--- config.mk ---
export PLATFORM = sky130hd
export DESIGN_NAME = ped_signal_controller
export DESIGN_NICKNAME = d
export VERILOG_FILES = /design/src/rtl/ped_signal_controller_pkg.sv /design/src/rtl/ped_signal_controller_button_sync.sv /design/src/rtl/ped_signal_controller.sv
export SDC_FILE = /design/constraint.sdc
export NUM_CORES = 1
export LEC_CHECK = 0
export CORE_MARGIN = 8
export CORE_UTILIZATION = 40
export DETAILED_ROUTE_END_ITERATION = 7
export HOLD_SLACK_MARGIN = 0.1
export PLACE_DENSITY_LB_ADDON = 0.12
export SYNTH_ARGS = -nofsm -noshare
export SYNTH_HDL_FRONTEND = slang
export SYNTH_HIERARCHICAL = 1
export SYNTH_SLANG_ARGS = --single-unit
--- constraint.sdc ---
create_clock -name clk -period 3.4 [get_ports clk]
set_clock_uncertainty 0.1 [all_clocks]
set_input_delay 0.34 -clock clk [delete_from_list [all_inputs] [get_ports clk]]
set_output_delay 0.34 -clock clk [all_outputs]
set_load 0.01 [all_outputs]
--- src/rtl/ped_signal_controller_pkg.sv ---
// Shared types and defaults for the pedestrian crossing controller.
// Holds the FSM state enum, default timings and the lamp-set check.
package tlc_pkg;

  typedef enum logic [1:0] {
    IDLE  = 2'd0,
    WALK  = 2'd1,
    FLASH = 2'd2,
    FAULT = 2'd3
  } ped_state_t;

  localparam int unsigned WALK_CYCLES_DEF  = 5;
  localparam int unsigned FLASH_CYCLES_DEF = 4;
  localparam int unsigned CNT_W_DEF        = 4;

  // Exactly one lamp lit: odd population and not all three.
  function automatic logic lamp_set_ok(
    input logic r,
    input logic y,
    input logic g
  );
    return (r ^ y ^ g) & ~(r & y & g);
  endfunction

endpackage

--- src/rtl/ped_signal_controller_button_sync.sv ---
// Push-button front end: 2-flop synchroniser plus rising-edge pulse.
// Ports: clk, reset (sync, active-high), btn_i (async), rise_o (1-cycle pulse).
module ped_button_sync (
  input  logic clk,
  input  logic reset,
  input  logic btn_i,
  output logic rise_o
);

  // [0],[1] form the synchroniser; [2] is the delayed copy for edge detect.
  logic [2:0] sh_q;

  always_ff @(posedge clk) begin
    if (reset) begin
      sh_q <= '0;
    end else begin
      sh_q <= {sh_q[1:0], btn_i};
    end
  end

  assign rise_o = sh_q[1] & ~sh_q[2];

endmodule

--- src/rtl/ped_signal_controller.sv ---
// Crosswalk WALK / DONT_WALK controller slaved to the vehicle lamps.
// Ports: clk, reset (sync high), red/yellow/green_light, ped_button in;
//   walk, dont_walk, countdown[CNT_W], request_pending, fault out.
// Macro LAMP_CHECK_EN enables the sticky lamp-set FAULT state.
module ped_signal_controller
  import tlc_pkg::*;
#(
  parameter int unsigned WALK_CYCLES  = WALK_CYCLES_DEF,
  parameter int unsigned FLASH_CYCLES = FLASH_CYCLES_DEF,
  parameter int unsigned CNT_W        = CNT_W_DEF
) (
  input  logic             clk,
  input  logic             reset,
  input  logic             red_light,
  input  logic             yellow_light,
  input  logic             green_light,
  input  logic             ped_button,
  output logic             walk,
  output logic             dont_walk,
  output logic [CNT_W-1:0] countdown,
  output logic             request_pending,
  output logic             fault
);

  localparam logic [CNT_W-1:0] WALK_LD  = CNT_W'(WALK_CYCLES - 1);
  localparam logic [CNT_W-1:0] FLASH_LD = CNT_W'(FLASH_CYCLES - 1);
  localparam logic [CNT_W-1:0] ONE      = CNT_W'(1);

  ped_state_t       state_q;
  ped_state_t       state_d;
  logic [CNT_W-1:0] cnt_q;
  logic [CNT_W-1:0] cnt_d;
  logic             red_q;
  logic             req_q;
  logic             req_d;
  logic             press;
  logic             red_rise;
  logic             grant;
  logic             lamp_bad;

  logic             walk_q;
  logic             walk_d;
  logic             dw_q;
  logic             dw_d;
  logic [CNT_W-1:0] cd_q;
  logic [CNT_W-1:0] cd_d;

  ped_button_sync u_btn (
    .clk    (clk),
    .reset  (reset),
    .btn_i  (ped_button),
    .rise_o (press)
  );

  assign red_rise = red_light & ~red_q;

`ifdef LAMP_CHECK_EN
  logic ill_q;
  logic illegal;
  logic fault_q;

  assign illegal  = ~lamp_set_ok(red_light, yellow_light, green_light);
  // Two consecutive illegal samples filter single-cycle lamp glitches.
  assign lamp_bad = illegal & ill_q;

  always_ff @(posedge clk) begin
    if (reset) begin
      ill_q   <= 1'b0;
      fault_q <= 1'b0;
    end else begin
      ill_q   <= illegal;
      fault_q <= (state_d == FAULT);
    end
  end

  assign fault = fault_q;
`else
  logic unused_lamps;
  assign unused_lamps = yellow_light ^ green_light;
  assign lamp_bad     = 1'b0;
  assign fault        = 1'b0;
`endif

  // State register and input history.
  always_ff @(posedge clk) begin
    if (reset) begin
      state_q <= IDLE;
      cnt_q   <= '0;
      // A red phase already running at release must not look like a rise.
      red_q   <= 1'b1;
      req_q   <= 1'b0;
    end else begin
      state_q <= state_d;
      cnt_q   <= cnt_d;
      red_q   <= red_light;
      req_q   <= req_d;
    end
  end

  // Next-state logic.
  always_comb begin
    state_d = state_q;
    cnt_d   = cnt_q;
    grant   = 1'b0;
    if (lamp_bad || (state_q == FAULT)) begin
      state_d = FAULT;
      cnt_d   = '0;
    end else begin
      unique case (state_q)
        IDLE: begin
          if (red_rise && (req_q || press)) begin
            state_d = WALK;
            cnt_d   = WALK_LD;
            grant   = 1'b1;
          end
        end
        WALK: begin
          if (!red_light) begin
            state_d = IDLE;
            cnt_d   = '0;
          end else if (cnt_q == '0) begin
            state_d = FLASH;
            cnt_d   = FLASH_LD;
          end else begin
            cnt_d = cnt_q - ONE;
          end
        end
        FLASH: begin
          if (!red_light || (cnt_q == '0)) begin
            state_d = IDLE;
            cnt_d   = '0;
          end else begin
            cnt_d = cnt_q - ONE;
          end
        end
        default: begin
          state_d = state_q;
        end
      endcase
    end
  end

  // A grant consumes both the latched request and a same-cycle press.
  assign req_d = grant ? 1'b0 : (req_q | press);

  // Output logic, looking at the next state so lamps change on the
  // same edge as the state.
  always_comb begin
    walk_d = 1'b0;
    dw_d   = 1'b1;
    cd_d   = '0;
    unique case (state_d)
      WALK: begin
        walk_d = 1'b1;
        dw_d   = 1'b0;
      end
      FLASH: begin
        dw_d = (state_q == FLASH) ? ~dw_q : 1'b1;
        cd_d = cnt_d + ONE;
      end
      default: begin
        dw_d = 1'b1;
      end
    endcase
  end

  always_ff @(posedge clk) begin
    if (reset) begin
      walk_q <= 1'b0;
      dw_q   <= 1'b1;
      cd_q   <= '0;
    end else begin
      walk_q <= walk_d;
      dw_q   <= dw_d;
      cd_q   <= cd_d;
    end
  end

  assign walk            = walk_q;
  assign dont_walk       = dw_q;
  assign countdown       = cd_q;
  assign request_pending = req_q;

endmodule

==> flow_metrics.env, run 1 <==
export IMPL_cp_arrival_ns=2.42
export IMPL_drt_initial_drc_count=9
export IMPL_routed_via_density=5.39
export IMPL_setup_violations=0
export IMPL_rows=17
export IMPL_num_vias=706
export IMPL_synthFlopType="dfxtp_1"
export IMPL_ctsResizeCount=0
export IMPL_critPathKind="reg -> reg"
export IMPL_syn_num_nets=102
export IMPL_final_nets=111
export IMPL_powerDensity_nw_per_um2=342
export IMPL_cts_num_sinks=17
export IMPL_critPathTopFamily="simple AND/OR/NAND/NOR gates"
export IMPL_rsz0062_at_grt="false"
export IMPL_slew_headroom=0.547
export IMPL_gp_congestion=0.849
export IMPL_wire_per_inst_um=13.9
export IMPL_ys_seq_area_frac=0.386
export IMPL_syn_area_um2=882
export IMPL_min_period_ns=2.30
export IMPL_cts_tree="yes"
export IMPL_die_width_um=63.0
export IMPL_antenna_cells=0
export IMPL_antenna_found_initial=0
export IMPL_power_leakage_nw=0.380
export IMPL_synth_edff_count=0
export IMPL_syn_inst=95
export IMPL_synth_warnings=6
export IMPL_grt_pass1_wl_mm=3.19
export IMPL_async_flop_share=0
export IMPL_clk_latency_ns=0.29
export IMPL_grt_max_degree=15
export IMPL_dr_pass1_iters=4
export IMPL_cts_root_buf="clkbuf_4"
export IMPL_crit_top_cell="inv_1"
export IMPL_place_hpwl_mm=1.31
export IMPL_finalCritPeriodShare=0.678
export IMPL_start_util=0.411
export IMPL_die_y_um=63.0
export IMPL_worst_pin_slew_ns=0.679
export IMPL_synth_seq_cells=17
export IMPL_layout_drive_gt1_share=0.146
export IMPL_cts_htree_levels=1
export IMPL_fin_setup_tns_ns=0
export IMPL_avgSynthCellArea_um2=9.29
export IMPL_clkTransAtPathRegs_ns=0.11
export IMPL_vdd_drop_max_uv=207
export IMPL_drv_cap=0
export IMPL_cp_start_kind="register"
export IMPL_finalHoldViolCount=0
export IMPL_wl_mm=1.82
export IMPL_drc=0
export IMPL_fmax_mhz=434
export IMPL_die_area_um2=3960
export IMPL_worst_path_buf_inv=2
export IMPL_coreArea_um2=2150
export IMPL_grt_pass1_vias=719
export IMPL_ys_types=47
export IMPL_cts_hold_buf=0
export IMPL_grt_overflow=0
export IMPL_required_ns=3.52
export IMPL_finalMaxSlewViolations=0
export IMPL_grt_usage=0.0997
export IMPL_critPathMaxStageDelay_ns=0.60
export IMPL_cts_setup_buffers=0
export IMPL_crit_fanout=6
export IMPL_final_antenna_net_count=0
export IMPL_cts_buffers=3
export IMPL_cts_buffer_depth=2
export IMPL_path_cells="inv_1 -> ha_1 -> or3b_4 -> mux2i_1 -> nor3b_1 -> inv_1 -> a211oi_2"
export IMPL_io_buffers=10
export IMPL_holdWs_ns=0.355
export IMPL_end_kind="register"
export IMPL_outcome="finished, final reports clean"
export IMPL_syn2layout_area_growth_pct=13.9
export IMPL_critPathSlowestCell="nor3b_1"
export IMPL_hold_path_class="reg -> reg"
export IMPL_top_level_ports=14
state kept, by name (all words and copies together), names as in the netlist:
| name | flops |
|---|---|
| state_q | 2 |
| countdown | 4 |
| red_q | 1 |
| cnt_q | 4 |
| u_btn/sh_q | 3 |
| walk | 1 |
| request_pending | 1 |
| dont_walk | 1 |
layout make-up:
cell class,instances,area [um^2]
Fill cell,219,1140
Multi-Input combinational cell,69,490
Sequential cell,17,340
Timing Repair Buffer,10,100
Tap cell,28,35.0
Clock buffer,3,22.5
Inverter,3,11.3
Clock inverter,1,5.00
path summary, 6_finish.rpt:
check,startpoint,to,slack [ns],depth (start not counted)
max,cnt_q[0],countdown[2],1.10,7
max reg2reg,cnt_q[0],countdown[2],1.10,7
min reg2reg,dont_walk,dont_walk,0.35,1
min,dont_walk,dont_walk,0.35,1
metal layers:
layer	track usage	wire length, um	vias up
li1	-	-	354
met1	0.119	874	340
met2	0.157	853	10
met3	0.0287	73	2
met4	0.0513	14	0
met5	0	0	-
metrics by stage:
stage | utilization | area, um^2 | worst slack (ns) | total power [W] | instances
2_1_floorplan | - | 882 | 1.47 | 0.000230 | 95
3_3_place_gp | 0.455 | 977 | 0.945 | 0.000238 | 127
3_5_place_dp | 0.455 | 977 | 0.927 | 0.000239 | 127
4_1_cts | 0.468 | 1000 | 1.12 | 0.000348 | 131
5_1_grt | 0.468 | 1000 | 0.914 | 0.000363 | 131
6_report | 0.468 | 1000 | 1.10 | 0.000344 | 131
cells by family after synthesis:
| kind of cell | synth area share |
|---|---|
| other cells | 0.00425 |
| compound gates | 0.214 |
| flops | 0.386 |
| buf+inv | 0.0582 |
| simple gates | 0.301 |
| mux | 0.0227 |
| fa+ha+maj | 0.0142 |
cells in the mapped netlist (2+ instances only):
library cell / number / area (um^2)
a21oi_1: 4 / 20.0
nor2b_1: 4 / 25.0
o211a_1: 2 / 20.0
nand2_1: 4 / 15.0
nor3b_1: 2 / 15.0
nand3_1: 4 / 20.0
mux2i_1: 2 / 20.0
buf_2: 2 / 10.0
inv_1: 3 / 11.3
nand3b_1: 3 / 22.5
o2111ai_1: 2 / 17.5
dfxtp_1: 17 / 340
nand2b_1: 2 / 12.5
nor3_1: 3 / 15.0
o21ai_0: 2 / 10.0
nor2_1: 8 / 30.0
worst reg2reg max path: stages, from the launching register on:
cell	delay, ns
dfxtp_1	0.35
inv_1	0.10
ha_1	0.24
or3b_4	0.45
mux2i_1	0.14
nor3b_1	0.60
inv_1	0.11
a211oi_2	0.15
where the power goes:
part / leakage (nW) / internal (W) / switching (W)
Clock: 0.0177 / 0.0000437 / 0.0000656
Sequential: 0.138 / 0.000203 / 0.00000226
Combinational: 0.225 / 0.0000128 / 0.0000163
placed cells by master, fill, tap and decap left out, types with 2 or more instances in the layout:
cell / count
dfxtp_1: 17
clkdlybuf4s50_1: 10
nor2_1: 8
a21oi_1: 4
nor2b_1: 4
nand2_1: 4
nand3_1: 4
inv_1: 3
nor3_1: 3
nand3b_1: 3
clkbuf_4: 3
nand2b_1: 2
mux2i_1: 2
nor3b_1: 2
o2111ai_1: 2
o211a_1: 2
o21ai_0: 2
Power figures use the tool's default switching activity.
==> run 2, diff against run 1 <==
==> constraint.sdc (replaced) <==
create_clock -name clk -period 2.15 [get_ports clk]
set_clock_uncertainty 0.1 [all_clocks]
set_input_delay 0.215 -clock clk [delete_from_list [all_inputs] [get_ports clk]]
set_output_delay 0.215 -clock clk [all_outputs]
set_load 0.01 [all_outputs]
==> flow_metrics.env, run 2 (synthesis results as in run 1) <==
export IMPL_outcome="finished, final reports clean"
export IMPL_crit_fanout=6
export IMPL_start_util=0.411
export IMPL_hold_path_class="reg -> reg"
export IMPL_num_vias=724
export IMPL_drc=0
export IMPL_cts_buffers=3
export IMPL_coreArea_um2=2150
export IMPL_cts_tree="yes"
export IMPL_swShare=0.237
export IMPL_r2r_slack_ns=0.13
export IMPL_cts_root_buf="clkbuf_4"
export IMPL_wire_per_inst_um=13.2
export IMPL_grt_pass1_vias=706
export IMPL_required_ns=2.25
export IMPL_end_kind="register"
export IMPL_clkTransAtPathRegs_ns=0.10
export IMPL_rows=17
export IMPL_die_y_um=63.0
export IMPL_fmax_mhz=495
export IMPL_cts_htree_levels=1
export IMPL_switchingPower_w=0.000129
export IMPL_fillers=218
export IMPL_cp_arrival_ns=2.12
export IMPL_dp_cells=136
export IMPL_gp_congestion=0.895
export IMPL_rr_worst_depth=8
export IMPL_rsz0062_at_grt="false"
export IMPL_die_width_um=63.0
export IMPL_vdd_drop_max_uv=463
export IMPL_p_int_w=0.000416
export IMPL_place_hpwl_mm=1.45
export IMPL_critPathKind="reg -> reg"
export IMPL_grt_pass1_wl_mm=3.25
export IMPL_clk_latency_ns=0.29
export IMPL_finalPower_w=0.000546
export IMPL_power_leakage_nw=0.426
export IMPL_crit_end="countdown[1]"
export IMPL_grt_max_degree=13
export IMPL_cp_start_kind="register"
export IMPL_drv_cap=0
export IMPL_final_antenna_net_count=0
export IMPL_wl_mm=1.85
export IMPL_syn2layout_area_growth_pct=22.0
export IMPL_r2r_end="countdown[1]"
export IMPL_dr_pass1_iters=4
export IMPL_layout_cells_non_filler=140
export IMPL_routed_via_density=5.17
export IMPL_seqPwrFrac=0.595
export IMPL_antenna_cells=0
export IMPL_final_cell_mix="16 x dfxtp_1, 10 x clkdlybuf4s50_1, 9 x buf_4"
export IMPL_grt_overflow=0
export IMPL_finalMaxSlewViolations=0
export IMPL_layout_drive_gt1_share=0.232
export IMPL_power_frac_comb=0.097
export IMPL_fin_setup_tns_ns=0
export IMPL_final_common_cell="dfxtp_1"
export IMPL_startpoint="cnt_q[0]"
export IMPL_grt_usage=0.101
export IMPL_top_level_ports=14
export IMPL_antenna_found_initial=0
export IMPL_timing_rr_start="cnt_q[0]"
export IMPL_clkPwrFrac=0.309
export IMPL_io_buffers=10
export IMPL_setup_violations=0
export IMPL_powerDensity_nw_per_um2=507
export IMPL_finalCritPeriodShare=0.940
export IMPL_cts_buffer_depth=2
export IMPL_die_area_um2=3960
export IMPL_drt_initial_drc_count=29
export IMPL_final_nets=120
export IMPL_min_period_ns=2.02
export IMPL_finalHoldViolCount=0
export IMPL_cts_num_sinks=17
run 2: changes by cell type in the layout (fill, tap and decap cells not counted), sizes merged:
| cell | change |
|---|---|
| buf | +9 |
run 2: layout make-up:
type                       instances  area, um^2  share of cell area
clock buffer                       3        22.5              0.0209
clock inverter                     1        5.00             0.00465
inverter                           3        11.3              0.0105
multi-input combinational         69         493               0.458
sequential                        17         342               0.317
tap                               28        35.0              0.0326
timing repair buffer              19         168               0.156
run 2: through the flow:
step | setup WS (ns) | hold slack, ns | area (um^2) | util
final | 0.129 | 0.347 | 1080 | 0.501
after global routing | 0.0186 | 0.369 | 1080 | 0.501
after CTS | 0.0610 | 0.354 | 1070 | 0.499
after detailed placement | 0.0913 | 0.330 | 1040 | 0.486
after global placement | 0.0933 | 0.318 | 1040 | 0.486
after floorplan | 0.225 | 0.187 | 882 | -
run 2: what timing repair did:
item	in CTS	in global routing
hold buffers	0	0
setup buffers	0	0
endpoints found under the setup margin	0	5
gates resized for setup	0	2
run 2: metal layers:
layer | up-vias | track usage | part of all wire
met1 | 337 | 0.120 | 0.47
met5 | - | 0 | 0
met2 | 13 | 0.161 | 0.49
met4 | 0 | 0.0256 | 0
li1 | 374 | - | -
met3 | 0 | 0.0430 | 0.043
run 2: critical path: stages (launching register included):
cell,delay (ns)
dfxtp_2,0.35
inv_1,0.09
ha_2,0.23
or3b_4,0.43
and2_2,0.22
buf_4,0.15
nand3b_1,0.10
nand3_1,0.08
and3_1,0.18
run 2: worst min-delay path by stage:
| stage | startpoint | to | slack (ns) | depth (start not counted) |
|---|---|---|---|---|
| after CTS | u_btn/sh_q[0] | u_btn/sh_q[1] | 0.35 | 1 |
| after floorplan | reset | u_btn/sh_q[0] | 0.19 | 1 |
| after global routing | u_btn/sh_q[0] | u_btn/sh_q[1] | 0.37 | 1 |
| final | u_btn/sh_q[0] | u_btn/sh_q[1] | 0.35 | 1 |
| after detailed placement | u_btn/sh_q[0] | u_btn/sh_q[1] | 0.33 | 1 |
| after global placement | u_btn/sh_q[0] | u_btn/sh_q[1] | 0.32 | 1 |
run 2: power groups by stage:
stage	clock, W	combinational (W)	sequential (W)
floorplan	0	0.0000332	0.000331
global placement	0	0.0000523	0.000332
detailed placement	0	0.0000524	0.000332
CTS	0.000176	0.0000526	0.000324
global route	0.000190	0.0000584	0.000326
finish	0.000168	0.0000527	0.000324
==> run 3, diff against run 2 <==
--- a/config.mk
+++ b/config.mk
@@ -6,7 +6,7 @@
 export NUM_CORES = 1
 export LEC_CHECK = 0
 export CORE_MARGIN = 8
-export CORE_UTILIZATION = 40
+export CORE_UTILIZATION = 30
 export DETAILED_ROUTE_END_ITERATION = 7
 export HOLD_SLACK_MARGIN = 0.1
 export PLACE_DENSITY_LB_ADDON = 0.12
==> constraint.sdc (replaced) <==
create_clock -name clk -period 1.7 [get_ports clk]
set_clock_uncertainty 0.1 [all_clocks]
set_input_delay 0.17 -clock clk [delete_from_list [all_inputs] [get_ports clk]]
set_output_delay 0.17 -clock clk [all_outputs]
set_load 0.01 [all_outputs]
==> flow_metrics.env, run 3 (synthesis results as in run 1) <==
export IMPL_outcome="finished with violations"
export IMPL_violations="setup timing"
export IMPL_layout_drive_gt1_share=0.420
export IMPL_r2r_end="countdown[3]"
export IMPL_antenna_cells=0
export IMPL_finalCritPeriodShare=1.07
export IMPL_worst_path_buf_inv=1
export IMPL_grt_overflow=0
export IMPL_hold_path_class="in -> reg"
export IMPL_cts_tree="yes"
export IMPL_r2r_slack_ns=-0.12
export IMPL_cts_num_sinks=17
export IMPL_coreArea_um2=2780
export IMPL_cts_hold_buf=0
export IMPL_min_to="u_btn/sh_q[0]"
export IMPL_end_kind="register"
export IMPL_final_common_cell="buf_4"
export IMPL_num_vias=799
export IMPL_min_period_ns=1.82
export IMPL_final_antenna_net_count=0
export IMPL_timing_rr_start="cnt_q[0]"
export IMPL_finalHoldViolCount=0
export IMPL_fmax_mhz=548
export IMPL_cts_buffer_depth=2
export IMPL_final_nets=139
export IMPL_cts_buffers=3
export IMPL_path_cells="inv_2 -> ha_4 -> or3b_4 -> and2_4 -> nand3b_1 -> a221oi_4 -> mux2i_1"
export IMPL_finalMaxSlewViolations=0
export IMPL_die_y_um=70.2
export IMPL_wire_per_inst_um=13.6
export IMPL_crit_fanout=4
export IMPL_grt_usage=0.0901
export IMPL_syn2layout_area_growth_pct=43.5
export IMPL_gp_congestion=0.811
export IMPL_critPathSlowestCell="dfxtp_2"
export IMPL_fin_setup_tns_ns=-0.500
export IMPL_critPathKind="reg -> reg"
export IMPL_drc=0
export IMPL_io_buffers=10
export IMPL_finalPower_w=0.000704
export IMPL_dr_pass1_iters=4
export IMPL_layout_cells_non_filler=162
export IMPL_grt_max_degree=10
export IMPL_cts_root_buf="clkbuf_4"
export IMPL_powerDensity_nw_per_um2=556
export IMPL_vdd_drop_max_uv=551
export IMPL_die_width_um=70.2
export IMPL_die_area_um2=4930
export IMPL_final_cell_mix="27 x buf_4, 15 x dfxtp_1, 10 x clkdlybuf4s50_1"
export IMPL_rsz0062_at_grt="true"
export IMPL_drt_initial_drc_count=16
export IMPL_antenna_found_initial=0
export IMPL_fin_ws_ns=-0.125
export IMPL_cts_htree_levels=1
export IMPL_grt_pass1_vias=775
export IMPL_start_util=0.317
export IMPL_grt_pass1_wl_mm=3.62
export IMPL_rr_worst_depth=7
export IMPL_routed_via_density=4.93
export IMPL_utilization=0.455
export IMPL_cp_start_kind="register"
export IMPL_drv_cap=0
export IMPL_wl_mm=2.21
export IMPL_hold_depth=2
export IMPL_required_ns=1.82
export IMPL_min_from="ped_button"
export IMPL_cp_arrival_ns=1.94
export IMPL_rows=19
export IMPL_dp_cells=155
export IMPL_critPathMaxStageDelay_ns=0.35
export IMPL_critPathTopFamily="simple AND/OR/NAND/NOR gates"
export IMPL_place_hpwl_mm=1.75
export IMPL_clk_latency_ns=0.28
export IMPL_setup_violations=6
export IMPL_clkTransAtPathRegs_ns=0.09
export IMPL_power_leakage_nw=0.528
export IMPL_top_level_ports=14
## run 3: cell count changes in the layout (fill, tap and decap cells not counted), sizes merged
cell / previous run / this run
clkbuf: 3 / 4
buf: 9 / 28
clkinv: 1 / 0
## run 3: report_power, final
part | switching, W | internal, W | total [W]
clock | 0.000118 | 0.0000910 | 0.000209
combinational | 0.0000409 | 0.0000449 | 0.0000858
sequential | 0.00000356 | 0.000406 | 0.000409
## run 3: layer usage
| metal | routed length (um) | up-vias | share of wire | global-route usage |
|---|---|---|---|---|
| met5 | 0 | - | 0 | 0 |
| met4 | 16 | 0 | 0.0072 | 0.0201 |
| met3 | 99 | 2 | 0.045 | 0.0367 |
| met2 | 1030 | 12 | 0.46 | 0.147 |
| met1 | 1070 | 375 | 0.48 | 0.107 |
| li1 | - | 410 | - | - |
## run 3: worst max-delay path by stage
stage / from / cells past startpoint / end / slack [ns]
floorplan: cnt_q[0] / 7 / countdown[3] / -0.07
global placement: red_light / 6 / countdown[2] / -0.16
detailed placement: red_light / 6 / countdown[3] / -0.20
CTS: cnt_q[0] / 7 / countdown[3] / -0.15
global route: cnt_q[0] / 7 / countdown[3] / -0.23
finish: cnt_q[0] / 7 / countdown[3] / -0.12
## run 3: area by class of cell
type	count	area (um^2)
Tap cell	31	38.8
Fill cell	282	1520
Multi-Input combinational cell	69	533
Timing Repair Buffer	38	314
Clock buffer	4	26.3
Inverter	3	11.3
Sequential cell	17	343
## run 3: metrics by stage
| step | instance area [um^2] | worst slack, ns | hold WS (ns) |
|---|---|---|---|
| floorplan | 906 | -0.0678 | 0.142 |
| global placement | 1190 | -0.162 | 0.330 |
| detailed placement | 1190 | -0.198 | 0.340 |
| CTS | 1230 | -0.147 | 0.337 |
| global route | 1270 | -0.228 | 0.361 |
| finish | 1270 | -0.125 | 0.353 |
## run 3: repair_timing
action,4_1_cts,5_1_grt
resized for setup,2,6
pin swaps,3,4
endpoints found under the setup margin,6,10
buffers inserted,1,2
gates cloned,0,0
